## config.mk

```make
export PLATFORM = sky130hd
export DESIGN_NAME = vga_timing_ctrl
export DESIGN_NICKNAME = d
export VERILOG_FILES = /design/src/rtl/vga_pkg.sv /design/src/rtl/pixel_tick_gen.sv /design/src/rtl/vga_timing_ctrl.sv
export SDC_FILE = /design/constraint.sdc
export NUM_CORES = 1
export LEC_CHECK = 0
export ABC_AREA = 1
export CORE_ASPECT_RATIO = 1.1
export CORE_MARGIN = 4
export CORE_UTILIZATION = 25
export DETAILED_ROUTE_END_ITERATION = 6
export GPL_TIMING_DRIVEN = 0
export PLACE_DENSITY = 0.52
export REMOVE_ABC_BUFFERS = 1
export SLEW_MARGIN = 30
export SYNTH_ARGS = -nofsm -noshare
export SYNTH_HDL_FRONTEND = slang
export SYNTH_SLANG_ARGS = --single-unit
```

## constraint.sdc

```tcl
create_clock -name clk -period 1.5 [get_ports clk]
set_input_delay 0.3 -clock clk [delete_from_list [all_inputs] [get_ports clk]]
set_output_delay 0.3 -clock clk [all_outputs]
set_load 0.05 [all_outputs]
```

## src/rtl/vga_pkg.sv

```systemverilog
// Shared VGA definitions: default 640x480@60 timing, derived raster totals and
// sync windows, the screen-state encoding used by the pixel path, and a
// window-decode helper for the raster counters.
package vga_pkg;

  // Coordinate counter width; raster totals must fit in 10 bits.
  localparam int unsigned CNT_W = 10;

  // Default 640x480@60 timing, in pixel ticks and lines.
  localparam int unsigned CLK_DIV_DEF  = 4;
  localparam int unsigned H_ACTIVE_DEF = 640;
  localparam int unsigned H_FP_DEF     = 16;
  localparam int unsigned H_SYNC_DEF   = 96;
  localparam int unsigned H_BP_DEF     = 48;
  localparam int unsigned V_ACTIVE_DEF = 480;
  localparam int unsigned V_FP_DEF     = 10;
  localparam int unsigned V_SYNC_DEF   = 2;
  localparam int unsigned V_BP_DEF     = 33;

  // Derived totals and inclusive sync windows for the default raster.
  localparam int unsigned H_TOTAL      = H_ACTIVE_DEF + H_FP_DEF + H_SYNC_DEF + H_BP_DEF;
  localparam int unsigned V_TOTAL      = V_ACTIVE_DEF + V_FP_DEF + V_SYNC_DEF + V_BP_DEF;
  localparam int unsigned H_SYNC_START = H_ACTIVE_DEF + H_FP_DEF;
  localparam int unsigned H_SYNC_END   = H_SYNC_START + H_SYNC_DEF - 1;
  localparam int unsigned V_SYNC_START = V_ACTIVE_DEF + V_FP_DEF;
  localparam int unsigned V_SYNC_END   = V_SYNC_START + V_SYNC_DEF - 1;

  // Screen selected by the pixel-generation path.
  typedef enum logic [1:0] {
    MENU = 2'd0,
    GAME = 2'd1,
    OVER = 2'd2
  } screen_state_e;

  // Unsigned inclusive window test on a raster coordinate.
  function automatic logic in_window(input logic [CNT_W-1:0] x,
                                     input logic [CNT_W-1:0] lo,
                                     input logic [CNT_W-1:0] hi);
    return (x >= lo) && (x <= hi);
  endfunction

endpackage

```

## src/rtl/pixel_tick_gen.sv

```systemverilog
// Pixel-rate divider: counts 0..CLK_DIV-1 and emits a one-clk tick on the clk
// where the count is at its last value. The fire condition is also exposed
// combinationally so the raster counters can advance on the same edge that
// raises the registered tick.
module pixel_tick_gen #(
  parameter int unsigned CLK_DIV = 4
) (
  input  logic i_clk,
  input  logic i_rst,
  output logic o_tick,
  output logic o_fire_c
);

  localparam int unsigned DIV_W = (CLK_DIV > 1) ? $clog2(CLK_DIV) : 1;
  localparam logic [DIV_W-1:0] DIV_LAST = DIV_W'(CLK_DIV - 1);

  logic [DIV_W-1:0] r_div_cnt;
  logic             r_tick;

  // Fire on the last divider count; constantly true when CLK_DIV is 1.
  assign o_fire_c = (r_div_cnt == DIV_LAST);

  // Divider counter and registered tick, both restarting from zero on reset.
  always_ff @(posedge i_clk) begin
    if (i_rst) begin
      r_div_cnt <= '0;
      r_tick    <= 1'b0;
    end else begin
      r_tick    <= o_fire_c;
      r_div_cnt <= o_fire_c ? '0 : (r_div_cnt + DIV_W'(1));
    end
  end

  assign o_tick = r_tick;

endmodule

```

## src/rtl/vga_timing_ctrl.sv

```systemverilog
// VGA raster timing generator: pixel-rate tick, h/v coordinates, syncs and the
// active-video flag, all registered. Counters and sync decode advance together
// on the divider fire, so every output describes the new position.
// Build option VGA_SYNC_DELAY_EN: hsync/vsync/valid pass through a SYNC_DELAY
// stage line clocked by the pixel tick, to line up with a block-RAM pixel path.
// Coordinates and frame_start are never delayed.
module vga_timing_ctrl
  import vga_pkg::*;
#(
  parameter int unsigned CLK_DIV    = CLK_DIV_DEF,
  parameter int unsigned H_ACTIVE   = H_ACTIVE_DEF,
  parameter int unsigned H_FP       = H_FP_DEF,
  parameter int unsigned H_SYNC     = H_SYNC_DEF,
  parameter int unsigned H_BP       = H_BP_DEF,
  parameter int unsigned V_ACTIVE   = V_ACTIVE_DEF,
  parameter int unsigned V_FP       = V_FP_DEF,
  parameter int unsigned V_SYNC     = V_SYNC_DEF,
  parameter int unsigned V_BP       = V_BP_DEF,
  parameter bit          SYNC_POL   = 1'b0,
  parameter int unsigned SYNC_DELAY = 2
) (
  input  logic       clk,
  input  logic       rst,
  output logic       pixel_tick,
  output logic       frame_start,
  output logic [9:0] h_cnt,
  output logic [9:0] v_cnt,
  output logic       hsync,
  output logic       vsync,
  output logic       valid
);

`ifdef VGA_SYNC_DELAY_EN
  localparam bit LP_DLY_EN = 1'b1;
`else
  localparam bit LP_DLY_EN = 1'b0;
`endif

  // Effective sync/valid delay in pixel ticks; zero when the option is off.
  localparam int unsigned LP_DLY = LP_DLY_EN ? SYNC_DELAY : 0;

  localparam int unsigned LP_H_TOTAL = H_ACTIVE + H_FP + H_SYNC + H_BP;
  localparam int unsigned LP_V_TOTAL = V_ACTIVE + V_FP + V_SYNC + V_BP;

  localparam logic [CNT_W-1:0] LP_H_LAST   = CNT_W'(LP_H_TOTAL - 1);
  localparam logic [CNT_W-1:0] LP_V_LAST   = CNT_W'(LP_V_TOTAL - 1);
  localparam logic [CNT_W-1:0] LP_H_ACT    = CNT_W'(H_ACTIVE);
  localparam logic [CNT_W-1:0] LP_V_ACT    = CNT_W'(V_ACTIVE);
  localparam logic [CNT_W-1:0] LP_HS_START = CNT_W'(H_ACTIVE + H_FP);
  localparam logic [CNT_W-1:0] LP_HS_END   = CNT_W'(H_ACTIVE + H_FP + H_SYNC - 1);
  localparam logic [CNT_W-1:0] LP_VS_START = CNT_W'(V_ACTIVE + V_FP);
  localparam logic [CNT_W-1:0] LP_VS_END   = CNT_W'(V_ACTIVE + V_FP + V_SYNC - 1);

  localparam logic LP_SYNC_ON  = SYNC_POL;
  localparam logic LP_SYNC_OFF = ~SYNC_POL;

  logic             w_tick;
  logic             w_fire_c;

  logic [CNT_W-1:0] r_h_cnt;
  logic [CNT_W-1:0] r_v_cnt;
  logic             r_frame_start;
  logic             r_hsync;
  logic             r_vsync;
  logic             r_valid;

  logic [CNT_W-1:0] w_h_next;
  logic [CNT_W-1:0] w_v_next;
  logic             w_wrap;
  logic             w_hsync_next;
  logic             w_vsync_next;
  logic             w_valid_next;

  pixel_tick_gen #(
    .CLK_DIV (CLK_DIV)
  ) u_pixel_tick_gen (
    .i_clk    (clk),
    .i_rst    (rst),
    .o_tick   (w_tick),
    .o_fire_c (w_fire_c)
  );

  // Next raster position and the sync/valid levels that belong to it.
  always_comb begin
    w_h_next = r_h_cnt + CNT_W'(1);
    w_v_next = r_v_cnt;
    w_wrap   = 1'b0;
    if (r_h_cnt == LP_H_LAST) begin
      w_h_next = '0;
      if (r_v_cnt == LP_V_LAST) begin
        w_v_next = '0;
        w_wrap   = 1'b1;
      end else begin
        w_v_next = r_v_cnt + CNT_W'(1);
      end
    end
    w_hsync_next = in_window(w_h_next, LP_HS_START, LP_HS_END) ? LP_SYNC_ON : LP_SYNC_OFF;
    w_vsync_next = in_window(w_v_next, LP_VS_START, LP_VS_END) ? LP_SYNC_ON : LP_SYNC_OFF;
    w_valid_next = (w_h_next < LP_H_ACT) && (w_v_next < LP_V_ACT);
  end

  // Raster counters and undelayed sync/valid; reset parks on the last blank pixel.
  always_ff @(posedge clk) begin
    if (rst) begin
      r_h_cnt       <= LP_H_LAST;
      r_v_cnt       <= LP_V_LAST;
      r_frame_start <= 1'b0;
      r_hsync       <= LP_SYNC_OFF;
      r_vsync       <= LP_SYNC_OFF;
      r_valid       <= 1'b0;
    end else begin
      r_frame_start <= w_fire_c && w_wrap;
      if (w_fire_c) begin
        r_h_cnt <= w_h_next;
        r_v_cnt <= w_v_next;
        r_hsync <= w_hsync_next;
        r_vsync <= w_vsync_next;
        r_valid <= w_valid_next;
      end
    end
  end

  generate
    if (LP_DLY == 0) begin : g_no_dly
      assign hsync = r_hsync;
      assign vsync = r_vsync;
      assign valid = r_valid;
    end else begin : g_dly
      logic [LP_DLY-1:0] r_hs_dly;
      logic [LP_DLY-1:0] r_vs_dly;
      logic [LP_DLY-1:0] r_vld_dly;

      // Tick-clocked delay line; stage 0 captures the level of the position being left.
      always_ff @(posedge clk) begin
        if (rst) begin
          r_hs_dly  <= {LP_DLY{LP_SYNC_OFF}};
          r_vs_dly  <= {LP_DLY{LP_SYNC_OFF}};
          r_vld_dly <= '0;
        end else if (w_fire_c) begin
          r_hs_dly[0]  <= r_hsync;
          r_vs_dly[0]  <= r_vsync;
          r_vld_dly[0] <= r_valid;
          for (int i = 1; i < int'(LP_DLY); i++) begin
            r_hs_dly[i]  <= r_hs_dly[i-1];
            r_vs_dly[i]  <= r_vs_dly[i-1];
            r_vld_dly[i] <= r_vld_dly[i-1];
          end
        end
      end

      assign hsync = r_hs_dly[LP_DLY-1];
      assign vsync = r_vs_dly[LP_DLY-1];
      assign valid = r_vld_dly[LP_DLY-1];
    end
  endgenerate

  assign pixel_tick  = w_tick;
  assign frame_start = r_frame_start;
  assign h_cnt       = r_h_cnt;
  assign v_cnt       = r_v_cnt;

endmodule

```

* Word level (Yosys, flattened, before mapping) *
Cells that the tools add are included.

word-level totals
  bits in registers = 27
  bits in latches = 0
  bits in writable memories = 0
  bits in read-only memories = 0
  bits of input ports = 2
  output and inout port bits = 25
  word-level logic and storage cells = 32
  memories kept = 0

cells by class
  $add $sub $neg = 3
  multiply operators = 0
  divide/modulo/power cells = 0
  $lt $le $gt $ge = 6
  eq/ne operators = 3
  shift operators = 0
  multiplexer cells = 7
  bitwise gates (word level) = 0
  reductions and logical operators = 5

operators with widths
  operator                                                                               count
  10-bit 2-to-1 mux                                                                      3
  10-bit by 1-bit adder with 10-bit output (second input constant)                       2
  10-bit equality test (second input constant)                                           2
  10-bit greater-or-equal comparator (second input constant)                             1
  10-bit by 9-bit greater-or-equal comparator with 1-bit output (second input constant)  1
  10-bit less-or-equal comparator (second input constant)                                1
  10-bit by 9-bit less-or-equal comparator with 1-bit output (second input constant)     1
  10-bit < comparator (second input constant)                                            1
  10-bit by 9-bit < comparator with 1-bit output (second input constant)                 1
  1-bit logical AND                                                                      4
  1-bit 2-to-1 mux                                                                       4
  2-bit by 1-bit adder with 2-bit output (second input constant)                         1
  2-bit equality test (second input constant)                                            1
  2-bit OR reduction                                                                     1

* Longest topological paths before layout *
  depth in word-level cells = 6
  depth in mapped cells = 12
  gate-level depth less buffers = 12

* Hierarchy *
A second synthesis with hierarchy kept.

second synthesis, totals
  cell total of the unflattened synthesis = 267
  area, all modules = 1,770.4 µm²

by module, submodules not included
  module           times used  cells an instance  area each (µm²)  sequential area each (µm²)
  vga_timing_ctrl  1           256                1,671.6          480.5
  pixel_tick_gen   1           11                 98.8             60.1

* Worst setup path before layout *
No wires, ideal clock.

  kind = reg2reg
  from = register r_h_cnt[0], in the netlist h_cnt[0]
  to = register r_valid, in the netlist valid
  setup time = 116 ps
  arrival time = 2,005 ps
  data required time = 1,384 ps
  setup slack = -622 ps
  cell stages (with the launch flop) = 12
  path buffers = 1
  period minus slack after synthesis = 2,122 ps
  path through = dfxtp_1 > ha_1 > nand2_2 > nor2_4 > inv_4 > nor2_8 > buf_12 > nor2_2 > a21oi_2 > nand3_1 > o21ai_1 > nand2_1

between the ends
  longest elaborated chain between the ends = 4
  elaborated cells between the ends (all ways) = 7
  those cells by class = add/sub (1); order compare (2); eq/ne (1); mux (2); reduce/logical (1)

RTL lines
  what                                                                                   RTL line                                      RTL
  from (decl)                                                                            vga_timing_ctrl.sv:60                         logic [CNT_W-1:0] r_h_cnt;
  from (signal assigned)                                                                 vga_timing_ctrl.sv:114                        r_h_cnt <= w_h_next;
  10-bit by 1-bit adder with 10-bit output or 10-bit equality test (tied branches)       vga_timing_ctrl.sv:85, vga_timing_ctrl.sv:88
  10-bit 2-to-1 mux                                                                      vga_timing_ctrl.sv:88                         if (r_h_cnt == LP_H_LAST) begin
  10-bit < comparator or 10-bit by 9-bit < comparator with 1-bit output (tied branches)  vga_timing_ctrl.sv:99                         w_valid_next = (w_h_next < LP_H_ACT) && (w_v_next < LP_V_ACT);
  1-bit logical AND *                                                                    vga_timing_ctrl.sv:99
  to (signal assigned)                                                                   vga_timing_ctrl.sv:118                        r_valid <= w_valid_next;
  to (decl)                                                                              vga_timing_ctrl.sv:65                         logic r_valid;

Every way passes the cells marked *; elsewhere a longest branch is shown, timed or not.
A chain may end at the register's enable or synchronous reset.

* Worst setup path in the final report *
  from = register r_h_cnt[1], in the netlist h_cnt[1]
  to = register r_vsync, in the netlist vsync

between the ends
  longest elaborated chain between the ends = 5
  elaborated cells between the ends (all ways) = 6
  those cells by class = order compare (2); eq/ne (1); mux (2); reduce/logical (1)

RTL lines
  what                                                                                                                                         RTL line                RTL
  10-bit equality test *                                                                                                                       vga_timing_ctrl.sv:88
  10-bit 2-to-1 mux *                                                                                                                          vga_timing_ctrl.sv:88
  10-bit by 9-bit greater-or-equal comparator with 1-bit output or 10-bit by 9-bit less-or-equal comparator with 1-bit output (tied branches)  vga_pkg.sv:39           return (x >= lo) && (x <= hi);
  1-bit logical AND *                                                                                                                          vga_pkg.sv:39
  1-bit 2-to-1 mux *                                                                                                                           vga_timing_ctrl.sv:98   w_vsync_next = in_window(w_v_next, LP_VS_START, LP_VS_END) ? LP_SYNC_ON : LP_SYNC_OFF;
  to (signal assigned)                                                                                                                         vga_timing_ctrl.sv:117  r_vsync <= w_vsync_next;
  to (decl)                                                                                                                                    vga_timing_ctrl.sv:64   logic r_vsync;

Marked as above.

==> metrics.md <==
| Metric | Value |
|---|---|
| CP Max Fanout | `8` |
| FF-to-FF setup slack | `-0.17 ns` |
| Setup CP Type | `reg -> reg` |
| Max incr delay on CP | `0.37 ns` |
| Largest net degree at the start of global routing | `17` |
| Area leader, netlist | `dfxtp_1` |
| Die H | `approximately 90 um` |
| Clk buf depth | `2` |
| Initial antenna violation count | `0` |
| Slew @ Worst Pin | `0.488 ns` |
| Synth Instances | `234` |
| Reg2Reg Depth | `11` |
| CTS Hold Bufs | `0` |
| Register area share after synthesis | `35.2%` |
| Max Cap Viol | `0` |
| Buffers added on ports | `26` |
| Status | `finished, violations left` |
| Clock power frac | `18.4%` |
| Net count reported at finish | `298` |
| Fin. Hold Viols | `0` |
| Post-route clock period utilization | `111%` |
| Pint | `0.00147 W` |
| CP required | `between 1.5 and 2 ns` |
| Area Growth Syn to Fin | `53.8%` |
| Dpl ws | `-0.694 ns` |
| Clk_lat worst skew | `around 0.28 ns` |
| Total leakage power | `1.05 nW` |
| Area of the mapped netlist | `1530 um^2` |
| Slew headroom | `67.6%` |
| Sw Ratio | `40.6%` |
| Gr usage total | `12.5%` |
| CP Depth | `11` |
| HPWL Detailed | `2890 um` |
| DR iter-0 viols | `104` |
| Total grt overflow | `0` |
| CP cell instances | `ha_4, nand2_4, nor2_4, buf_12, nand3_4, nand2_1, nand2_2, nor2_2, nand2_2, nor2_2, a21oi_1` |
| Inst Count DP | `331` |
| Antenna Cells | `0` |
| Sequential Power Share | `32.3%` |
| Crit-path leading delay family | `simple AND/OR/NAND/NOR gates` |
| Core area | `5880 um^2` |
| Reg-to-Reg End | `vsync$_SDFFE_PP1P_` |
| Count of cell types in the netlist | `27` |
| I/O pin count | `27` |
| Detail Route Antenna Nets | `0` |
| Share of cells above drive strength 1 | `a little under two fifths` |
| Crit. End Element | `flip-flop` |
| Unrepaired setup endpoints after global routing | `true` |
| TritonCTS clock tree | `yes` |
| Synth area leaders | `dfxtp_1 35%, nand2_1 16%, nor2_1 8.1%` |
| Die ar. | `roughly 7500 um^2` |
| Chip Width | `82.7 um` |
| Setup Viol. Count Final | `8` |
| Initial Utilization | `approximately a quarter` |
| TritonRoute pass-1 iters | `4` |
| Total power | `0.00247 W` |
| Synth top area share | `35.2%` |
| Warnings from Yosys | `0` |
| Vias in the first global route | `1,616` |
| Final worst slack | `-0.171 ns` |
| DRC Markers | `0` |
| Post-route non-filler standard cell count | `367` |
| Slowest CP cell | `dfxtp_4` |
| Final Skew | `0.00238 ns` |
| Clk slew on worst S/H paths | `0.10 ns` |
| Average wire per standard cell | `12.7 um` |
| Final Core Density | `40.1%` |
| Reg-to-Reg Start | `h_cnt[1]$_SDFFE_PP1P_` |
| CTS Sinks | `27` |
| First-pass GRT wire length | `7480 um` |
| Buf+Inv Stages, Crit Path | `1` |
| Total CTS buffers | `3` |
| Via count | `1,718` |
| H-tree depth | `1` |
| Placer Congestion | `about 0.84` |
| NetSw | `0.00100 W` |
| Synth Register Bits | `27` |
| Avg Inst Size Synth | `6.56 um^2` |
| Vias per inst | `4.68` |
| Failing checks | `setup timing` |
| Final period demand of the worst path | `1.67 ns` |
| Worst min path class | `reg -> reg` |
| Root Buffer | `clkbuf_8` |
| Pwr dens | `1050 nW/um^2` |
| CP startpoint kind | `flip-flop` |
| Combinational share of power | `49.3%` |
| Crit path to | `vsync$_SDFFE_PP1P_` |
| CP startpoint | `h_cnt[1]$_SDFFE_PP1P_` |
| Peak supply drop | `0.407 mV` |
| Fmax | `599 MHz` |
| Final wirelength | `~4700 um` |
| CP arrival | `approximately 1.9 ns` |
| Row count | `29` |
| Slew Viols, Final | `0` |
power groups by stage:
stage               Combinational [W]  Sequential [W]  Clock [W]
floorplan                    0.000439        0.000906          0
global placement             0.000718        0.000812          0
detailed placement           0.000719        0.000812          0
CTS                          0.000923        0.000793   0.000459
global route                  0.00131        0.000803   0.000489
finish                        0.00122        0.000796   0.000454
stage by stage:
| step | hold slack, ns | cell area [um^2] | setup TNS, ns |
|---|---|---|---|
| 2_1_floorplan | 0.399 | 1490 | -8.76 |
| 3_3_place_gp | 0.413 | 1850 | -20.52 |
| 3_5_place_dp | 0.416 | 1850 | -16.07 |
| 4_1_cts | 0.431 | 2160 | -0.480 |
| 5_1_grt | 0.448 | 2360 | -2.01 |
| 6_report | 0.425 | 2360 | -0.697 |
cells in the final DEF (no fill, tap or decap), types with 6 or more instances in the layout:
cell	instances
nand2_2	8
dfxtp_1	18
clkbuf_2	6
nand3_2	6
buf_4	26
clkdlybuf4s15_2	11
nor2_1	24
nand2_1	57
nor2_2	6
nand3_1	11
o21ai_0	7
o21ai_1	6
inv_1	24
a21oi_1	8
state kept, by name, indices dropped and copies added, names as in the netlist:
signal / count
h_cnt: 10
v_cnt: 10
u_pixel_tick_gen.r_div_cnt: 2
frame_start: 1
hsync: 1
u_pixel_tick_gen.o_tick: 1
valid: 1
vsync: 1
worst min-delay path by stage:
stage                                          endpoint  depth (start not counted)                                startpoint  slack [ns]
3_3_place_gp   u_pixel_tick_gen.r_div_cnt[0]$_SDFF_PP0_                          1  u_pixel_tick_gen.r_div_cnt[0]$_SDFF_PP0_        0.41
6_report       u_pixel_tick_gen.r_div_cnt[0]$_SDFF_PP0_                          1  u_pixel_tick_gen.r_div_cnt[0]$_SDFF_PP0_        0.42
5_1_grt        u_pixel_tick_gen.r_div_cnt[0]$_SDFF_PP0_                          1  u_pixel_tick_gen.r_div_cnt[0]$_SDFF_PP0_        0.45
2_1_floorplan  u_pixel_tick_gen.r_div_cnt[0]$_SDFF_PP0_                          1  u_pixel_tick_gen.r_div_cnt[0]$_SDFF_PP0_        0.40
4_1_cts        u_pixel_tick_gen.r_div_cnt[0]$_SDFF_PP0_                          1  u_pixel_tick_gen.r_div_cnt[0]$_SDFF_PP0_        0.43
3_5_place_dp   u_pixel_tick_gen.r_div_cnt[0]$_SDFF_PP0_                          1  u_pixel_tick_gen.r_div_cnt[0]$_SDFF_PP0_        0.42
layout make-up:
cell class	instances	area [um^2]
timing repair buffer	58	498
clock buffer	3	41.3
sequential	27	562
fill	618	3520
inverter	28	118
clock inverter	1	7.51
multi-input combinational	173	1040
tap	77	96.3
cell usage after synthesis, drive strengths merged:
| cell | n |
|---|---|
| ha | 5 |
| xor2 | 2 |
| xnor2 | 1 |
| a22oi | 3 |
| o32ai | 1 |
| clkbuf | 3 |
| o21ai | 14 |
| nand4 | 4 |
| nor3 | 2 |
| buf | 3 |
| nand3 | 18 |
| nor2 | 36 |
| dfxtp | 27 |
| inv | 28 |
| a31oi | 1 |
| a21oi | 13 |
| o22ai | 5 |
| nand2 | 67 |
| nand3b | 1 |
routing by layer:
layer / vias to the layer above / track usage (%) / share of wire (%)
li1: 872 / - / -
met5: - / 0 / 0
met2: 40 / 20.3 / 50
met4: 0 / 5.31 / 1.9
met3: 7 / 1.60 / 3.0
met1: 799 / 16.3 / 45
what timing repair did:
action / in CTS / in global routing
pin swaps: 8 / 18
resized for setup: 97 / 52
endpoints found under the setup margin: 50 / 26
setup buffers: 20 / 12
logic make-up after synthesis:
kind of cell    Yosys count  share of synthesized area (%)
compound gates           37                           13.5
simple gates            128                           35.7
buf+inv                  34                           9.71
fa+ha+maj                 5                           4.08
flops                    27                           35.2
xor+xnor                  3                           1.71
No activity file was read; power rests on OpenSTA's default activity.
